## config.mk

```make
export PLATFORM = sky130hd
export DESIGN_NAME = cdcm8_tx_sequencer
export DESIGN_NICKNAME = d
export VERILOG_FILES = /design/src/rtl/cdcm8_tx_sequencer_pkg.sv /design/src/rtl/cdcm8_tx_sequencer_seq_timer.sv /design/src/rtl/cdcm8_tx_sequencer.sv
export SDC_FILE = /design/constraint.sdc
export NUM_CORES = 1
export LEC_CHECK = 0
export ABC_AREA = 0
export CAP_MARGIN = 30
export CORE_MARGIN = 2
export CORE_UTILIZATION = 50
export DETAILED_ROUTE_END_ITERATION = 8
export PLACE_DENSITY = 0.77
export SYNTH_ARGS = -nofsm -noshare
export SYNTH_HDL_FRONTEND = slang
export SYNTH_HIERARCHICAL = 1
export SYNTH_SLANG_ARGS = --single-unit
```

## constraint.sdc

```tcl
create_clock -name clkDivIn -period 6.8 [get_ports clkDivIn]
set_input_delay 1.36 -clock clkDivIn [delete_from_list [all_inputs] [get_ports clkDivIn]]
set_output_delay 1.36 -clock clkDivIn [all_outputs]
set_load 0.02 [all_outputs]
```

## src/rtl/cdcm8_tx_sequencer_pkg.sv

```systemverilog
// Shared types and defaults for the CDCM8 TX bring-up sequencer.
// Holds the state encoding, the default words and the counter-width helper.
package cdcm8_tx_seq_pkg;

  typedef enum logic [2:0] {
    RST_HOLD  = 3'd0,
    SCAN_WAIT = 3'd1,
    TRAIN     = 3'd2,
    ACTIVE    = 3'd3,
    FAILED    = 3'd4
  } seq_state_e;

  localparam logic [7:0] TRAIN_PATTERN = 8'hF0;
  localparam logic [7:0] IDLE_PATTERN  = 8'h3C;

  // Wide enough for the longest phase with one spare bit, so the count never wraps.
  function automatic int cnt_width(input int a, input int b, input int c);
    int m;
    m = a;
    if (b > m) m = b;
    if (c > m) m = c;
    return $clog2(m) + 1;
  endfunction

endpackage

```

## src/rtl/cdcm8_tx_sequencer_seq_timer.sv

```systemverilog
// Saturating up-counter with clear, load and a terminal-count compare.
// Counts every cycle; the terminal value is supplied by the owning FSM.
module seq_timer #(
  parameter int kW = 11
) (
  input  logic          clk,
  input  logic          srst,
  input  logic          clr_i,
  input  logic          load_i,
  input  logic [kW-1:0] load_value_i,
  input  logic [kW-1:0] tc_value_i,
  output logic [kW-1:0] count_o,
  output logic          tc_o
);

  logic [kW-1:0] count_q, count_d;

  always_comb begin
    count_d = count_q;
    if (clr_i)
      count_d = '0;
    else if (load_i)
      count_d = load_value_i;
    else if (count_q != '1)
      count_d = count_q + kW'(1);
  end

  always_ff @(posedge clk) begin
    if (srst)
      count_q <= '0;
    else
      count_q <= count_d;
  end

  assign count_o = count_q;
  assign tc_o    = (count_q == tc_value_i);

endmodule

```

## src/rtl/cdcm8_tx_sequencer.sv

```systemverilog
// Link bring-up controller for the CDCM8 8:1 serializer transmit side.
// Resets the serializer, waits for its scan, trains, then passes user words.
module cdcm8_tx_sequencer
  import cdcm8_tx_seq_pkg::*;
#(
  parameter int               kDevW         = 8,
  parameter int               kRstCycles    = 16,
  parameter int               kScanTimeout  = 1024,
  parameter int               kTrainCycles  = 64,
  parameter int               kMaxRetry     = 3,
  parameter logic [kDevW-1:0] kTrainPattern = kDevW'(TRAIN_PATTERN),
  parameter logic [kDevW-1:0] kIdlePattern  = kDevW'(IDLE_PATTERN)
) (
  input  logic             clkDivIn,
  input  logic             rst,
  input  logic             restartReq,
  input  logic [kDevW-1:0] dataIn,
  input  logic             validIn,
  output logic             readyOut,
  output logic [kDevW-1:0] dOutToTx,
  output logic             ioResetOut,
  input  logic             scanFinishedIn,
  output logic             txReady,
  output logic             errorOut,
  output logic [1:0]       retryCount
);

  localparam int         kCntW     = cnt_width(kRstCycles, kScanTimeout, kTrainCycles);
  localparam logic [1:0] kRetryMax = 2'(kMaxRetry);

  seq_state_e       state_q, state_d;
  logic [1:0]       retry_q, retry_d, retry_inc;
  logic [kDevW-1:0] dout_q, dout_d;
  logic             io_reset_q, io_reset_d;
  logic             tx_ready_q, tx_ready_d;
  logic             error_q, error_d;

  logic [kCntW-1:0] count, tc_value;
  logic             tc_hit, timer_clr, accept;

  // Restart wins over a handshake, so the word offered in that cycle is refused.
  assign readyOut  = (state_q == ACTIVE) && !restartReq && !rst;
  assign accept    = readyOut && validIn;
  assign retry_inc = (retry_q == kRetryMax) ? retry_q : retry_q + 2'd1;
  assign timer_clr = restartReq || (state_d != state_q);

  always_comb begin
    tc_value = '1;
    case (state_q)
      RST_HOLD:  tc_value = kCntW'(kRstCycles - 1);
      SCAN_WAIT: tc_value = kCntW'(kScanTimeout - 1);
      TRAIN:     tc_value = kCntW'(kTrainCycles - 1);
      default:   tc_value = '1;
    endcase
  end

  seq_timer #(.kW(kCntW)) u_timer (
    .clk          (clkDivIn),
    .srst         (rst),
    .clr_i        (timer_clr),
    .load_i       (1'b0),
    .load_value_i ('0),
    .tc_value_i   (tc_value),
    .count_o      (count),
    .tc_o         (tc_hit)
  );

  always_comb begin
    state_d = state_q;
    retry_d = retry_q;
    if (restartReq) begin
      state_d = RST_HOLD;
      retry_d = '0;
    end else begin
      case (state_q)
        RST_HOLD:  if (tc_hit) state_d = SCAN_WAIT;
        SCAN_WAIT: begin
          // The scan flag is stale on the entry cycle, so it is only trusted from count 1.
          if (scanFinishedIn && (count != '0)) begin
            state_d = TRAIN;
          end else if (tc_hit) begin
            retry_d = retry_inc;
            state_d = (retry_inc < kRetryMax) ? RST_HOLD : FAILED;
          end
        end
        TRAIN: begin
          if (!scanFinishedIn)
            state_d = RST_HOLD;
          else if (tc_hit)
            state_d = ACTIVE;
        end
        ACTIVE:    if (!scanFinishedIn) state_d = RST_HOLD;
        default:   state_d = state_q;
      endcase
    end

    io_reset_d = (state_d == RST_HOLD) || (state_d == FAILED);
    tx_ready_d = (state_d == ACTIVE);
    error_d    = (state_d == FAILED);
    if (state_d == ACTIVE)
      dout_d = accept ? dataIn : kIdlePattern;
    else
      dout_d = kTrainPattern;
  end

  always_ff @(posedge clkDivIn) begin
    if (rst) begin
      state_q    <= RST_HOLD;
      retry_q    <= '0;
      dout_q     <= kTrainPattern;
      io_reset_q <= 1'b1;
      tx_ready_q <= 1'b0;
      error_q    <= 1'b0;
    end else begin
      state_q    <= state_d;
      retry_q    <= retry_d;
      dout_q     <= dout_d;
      io_reset_q <= io_reset_d;
      tx_ready_q <= tx_ready_d;
      error_q    <= error_d;
    end
  end

  assign dOutToTx   = dout_q;
  assign ioResetOut = io_reset_q;
  assign txReady    = tx_ready_q;
  assign errorOut   = error_q;
  assign retryCount = retry_q;

endmodule

```

### Yosys cells after proc, flatten, opt, wreduce, memory -nomap -nowiden

Cells that the tools add are included.
Widths: inputs -> output; s select.

* bits in registers: 27
* logic and storage cells: 51
* output and inout port bits: 14
* bits of input ports: 13

* eq/ne operators: 9
* reduce and logical (&&, ||, !) cells: 16
* order comparisons: 1
* muxes and demuxes: 12
* $add $sub $neg: 2
* bitwise operators: 3

Operator list (number)
* $pmux 11 s3: 1
* $mux 3: 8
* $pmux 3 s4: 1
* $add 11x1->11 const B: 1
* $eq 11x11->1: 1
* $ne 11x11->1 const B: 1
* $reduce_bool 11->1: 1
* $eq 3x2->1 const B: 3
* $mux 8: 1
* $logic_not 3->1: 2
* $reduce_or 2->1: 3
* $logic_and 1x1->1: 4
* $eq 3x1->1 const B: 1
* $eq 3x3->1 const B: 1
* $ne 3x3->1: 1
* $not 1->1: 3
* $reduce_and 3->1: 1
* $reduce_or 3->1: 1
* $add 2x1->2 const B: 1
* $eq 2x2->1 const B: 1
* $logic_not 1->1: 2
* $logic_or 1x1->1: 2
* $lt 2x2->1 const B: 1
* $mux 2: 1

### Longest topological paths before layout

* depth in word-level cells: 11
* gate-level depth with buffers: 12

### Hierarchy

Netlist, hierarchy kept.

By module, submodules not included
* cdcm8_tx_sequencer: cells each 79, instances 1, seq. area each 320.3 um^2, area an instance 765.7 um^2
* seq_timer: cells each 87, instances 1, seq. area each 220.2 um^2, area an instance 729.4 um^2

### Least setup slack after synthesis

Ideal clock, no wire load.

* path type: input-to-output
* start point: input port restartReq
* end point: output port readyOut
* required time: 5440 ps
* slack: 3536 ps
* path buffers: 0
* arrival time: 1904 ps
* cell stages on the path: 2
* cells stage by stage: nor4b_4 -> and2_2

* word-level cells in the longest chain between the ends: 3

Ends and longest elaborated chain
* start: declaration: RTL line cdcm8_tx_sequencer.sv:16 `input logic restartReq,`
* $logic_not 1->1: RTL line cdcm8_tx_sequencer.sv:42 `assign readyOut = (state_q == ACTIVE) && !restartReq && !rst;`
* $logic_and 1x1->1 (2 in a row): RTL line cdcm8_tx_sequencer.sv:42
* end: declaration: RTL line cdcm8_tx_sequencer.sv:19 `output logic readyOut,`

No other way between the ends.

### Worst setup path in the final report

Same ends and word-level chain as after synthesis.

==> results.md <==
* Post-route ant nets at 0
* Initial DRC Count at 36
* Status: complete, but fails checks
* Seq/Total Area, Yosys at 36.2%
* Final HPWL DP at 2410 um
* Ys Warns at 6
* CTS clk-pin slew, worst paths at 0.13 ns
* DP Area at 1820 um^2
* Worst skew pair latency at 0.32 ns
* R2r setup slk at 3.70 ns
* Final setup TNS at 0 ns
* Cell variety after synth at 49
* Share of cells above drive strength 1 at 10.1%
* Worst path slowest cell: clkdlybuf4s50_1
* CTS resizes at 0
* CTS tree: built
* WP data required at 5.44 ns
* RSZ-0062 raised after global routing: no
* Cells on worst reg2reg path at 10
* Initial Util at 53.3%
* Critical-path cell list: clkdlybuf4s50_1 -> nor4b_4 -> and2_2 -> clkdlybuf4s50_1
* Hold slack final at 0.518 ns
* PD cells at 149 nW/um^2
* Fin area at 1850 um^2
* Die H at 58.7 um
* Final worst path period share at 64.0%
* Layout overhead on the synthesized area at 23.6%
* EDFF count, synth at 0
* Die X at 58.7 um
* Initial antenna violation count at 0
* Lkg Pwr at 0.674 nW
* Number of global-route vias before repair at 1,233
* Clock tree buffer depth at 2
* Slew @ Worst Pin at 0.814 ns
* CP Capture Type: output port
* F_max at 230 MHz
* CP Data Arrival Time at 2.99 ns
* Htree depth at 1
* Max Cap Viol at 0
* Num rows at 19
* Crit path buf inv count at 2
* Most common cell after layout, fill and taps aside: dfxtp_1
* CP most frequent cell: clkdlybuf4s50_1
* Top Family by Delay on Critical Path: buffers and inverters
* HP Class: flop to flop
* RR Endpoint: u_timer/count_o[0]$_SDFFE_PP0P_
* Num CTS Buffers at 3
* CTS Hold Bufs at 0
* Drt wl/cell at 13.3 um
* CP startpoint: restartReq
* FF-to-FF Start: state_q[2]$_SDFF_PP0_
* Pin count of the biggest net entering global routing at 15
* Core area at 2810 um^2
* Largest stage delay, worst path at 0.60 ns
* Mapped Cells at 166
* Final wirelength at 3160 um
* Total gr overflow at 0
* Most frequent cells in the layout: 27 x dfxtp_1, 26 x clkdlybuf4s50_1, 18 x conb_1, 15 x xnor2_1, 14 x nor2_1
* Total Routing Usage GR at 19.9%
* Post-CTS setup repair buffer count at 0
* Worst Clk Skew at 0.0113 ns
* Most used DFF post-synth: dfxtp_1
* Pins over their slew limit at 0
* Clk sink count at 27
* CP Class: input port to output port
* Die area at 3440 um^2
* Failing checks: DRC
* DR vias at 1,273
* Drt via density at 5.35
* Syn_area_per_cell at 9.01 um^2
* Post-synth ARST share at 0%
* I/O Buffers at 26
* Fin nets at 222
* Levels on crit path at 4
* Maximum VDD drop at 0.127 mV
* Post-synthesis cell area at 1500 um^2
* # DRC at 5
* Register bit total from synthesis at 27
* GP Congestion at 0.804
* Drt first pass iters at 6
* First-pass GRT wire length at 5320 um
* Tmin final at 4.35 ns
* Endpoints failing setup at 0
* CP startpoint kind: input port
* Final Hold Fails at 0
* Worst slew margin at 45.3%
* Crit Path Max Fanout at 4
* CP endpoint: readyOut
* CTS root buffer: clkbuf_4
* Antenna cells at 0
* I/O pin count at 27
sequential cells by signal (all words and copies together) (netlist names):
name / count
u_timer/count_o: 11
dOutToTx: 8
state_q: 3
retryCount: 2
errorOut: 1
ioResetOut: 1
txReady: 1
how the worst min path moves through the flow:
stage | from | to | slack [ns] | cells past startpoint
2_1_floorplan | retryCount[1]$_SDFFE_PP0P_ | retryCount[1]$_SDFFE_PP0P_ | 0.55 | 2
3_3_place_gp | retryCount[1]$_SDFFE_PP0P_ | retryCount[1]$_SDFFE_PP0P_ | 0.48 | 2
3_5_place_dp | retryCount[1]$_SDFFE_PP0P_ | retryCount[1]$_SDFFE_PP0P_ | 0.50 | 2
4_1_cts | retryCount[1]$_SDFFE_PP0P_ | retryCount[1]$_SDFFE_PP0P_ | 0.52 | 2
5_1_grt | retryCount[1]$_SDFFE_PP0P_ | state_q[2]$_SDFF_PP0_ | 0.56 | 2
6_report | retryCount[1]$_SDFFE_PP0P_ | retryCount[1]$_SDFFE_PP0P_ | 0.52 | 2
stage by stage:
step | util (%) | total power [mW] | setup WS, ns | cells
3_3_place_gp | 64.9 | 0.209 | 2.50 | 234
2_1_floorplan | - | 0.197 | 3.54 | 182
3_5_place_dp | 64.9 | 0.210 | 2.45 | 234
6_report | 65.9 | 0.275 | 2.45 | 238
5_1_grt | 65.9 | 0.290 | 2.34 | 238
4_1_cts | 65.9 | 0.278 | 2.45 | 238
final cells by class:
type,count,area [um^2]
Clock buffer,4,26.3
Tap cell,31,38.8
Inverter,5,18.8
Fill cell,248,957
Timing Repair Buffer,26,260
Multi-Input combinational cell,145,963
Sequential cell,27,541
worst min-delay path, delay by kind of cell (launching register included):
| kind | cells | cell delay, ns |
|---|---|---|
| flip-flops | 1 | 0.35 |
| AO/OA/AOI/OAI | 1 | 0.07 |
| AND/OR/NAND/NOR | 1 | 0.06 |
cells by family (layout without fill, tap and decap cells):
logic type / count (synthesis) / after routing / share of synthesized area [%]
compound gates: 36 / 36 / 16.7
xor+xnor: 17 / 17 / 9.96
fa+ha+maj: 1 / 1 / 0.837
buf+inv: 10 / 35 / 3.43
flops: 27 / 27 / 36.2
mux: 2 / 2 / 1.34
other cells: 2 / 18 / 0.502
simple gates: 71 / 71 / 31.1
report_power, final:
part / switching [mW] / internal [mW] / total, mW
logic: 0.0181 / 0.0200 / 0.0381
clock network: 0.0450 / 0.0230 / 0.0679
registers: 0.00785 / 0.161 / 0.169
per-layer routing:
layer	routed length (um)	GRT usage, %
met1	1400	24.1
met3	168	3.74
met4	26	6.17
met2	1560	35.8
met5	0	0
synth_stat cells, drive strengths merged, types with 3 or more instances:
cell / n / area, um^2
a21oi: 9 / 45.0
dfxtp: 27 / 541
nand4: 4 / 46.3
nor3: 8 / 51.3
nor2: 14 / 52.6
nand2b: 3 / 18.8
nor4: 3 / 48.8
nand2: 12 / 45.0
o21ai: 12 / 60.1
xnor2: 15 / 131
and2: 5 / 32.5
o21a: 3 / 22.5
inv: 5 / 18.8
a311o: 3 / 30.0
buf: 4 / 28.8
nand3: 9 / 50.1
or3: 3 / 20.0
Note: power is estimated with default switching activity, not from simulation.
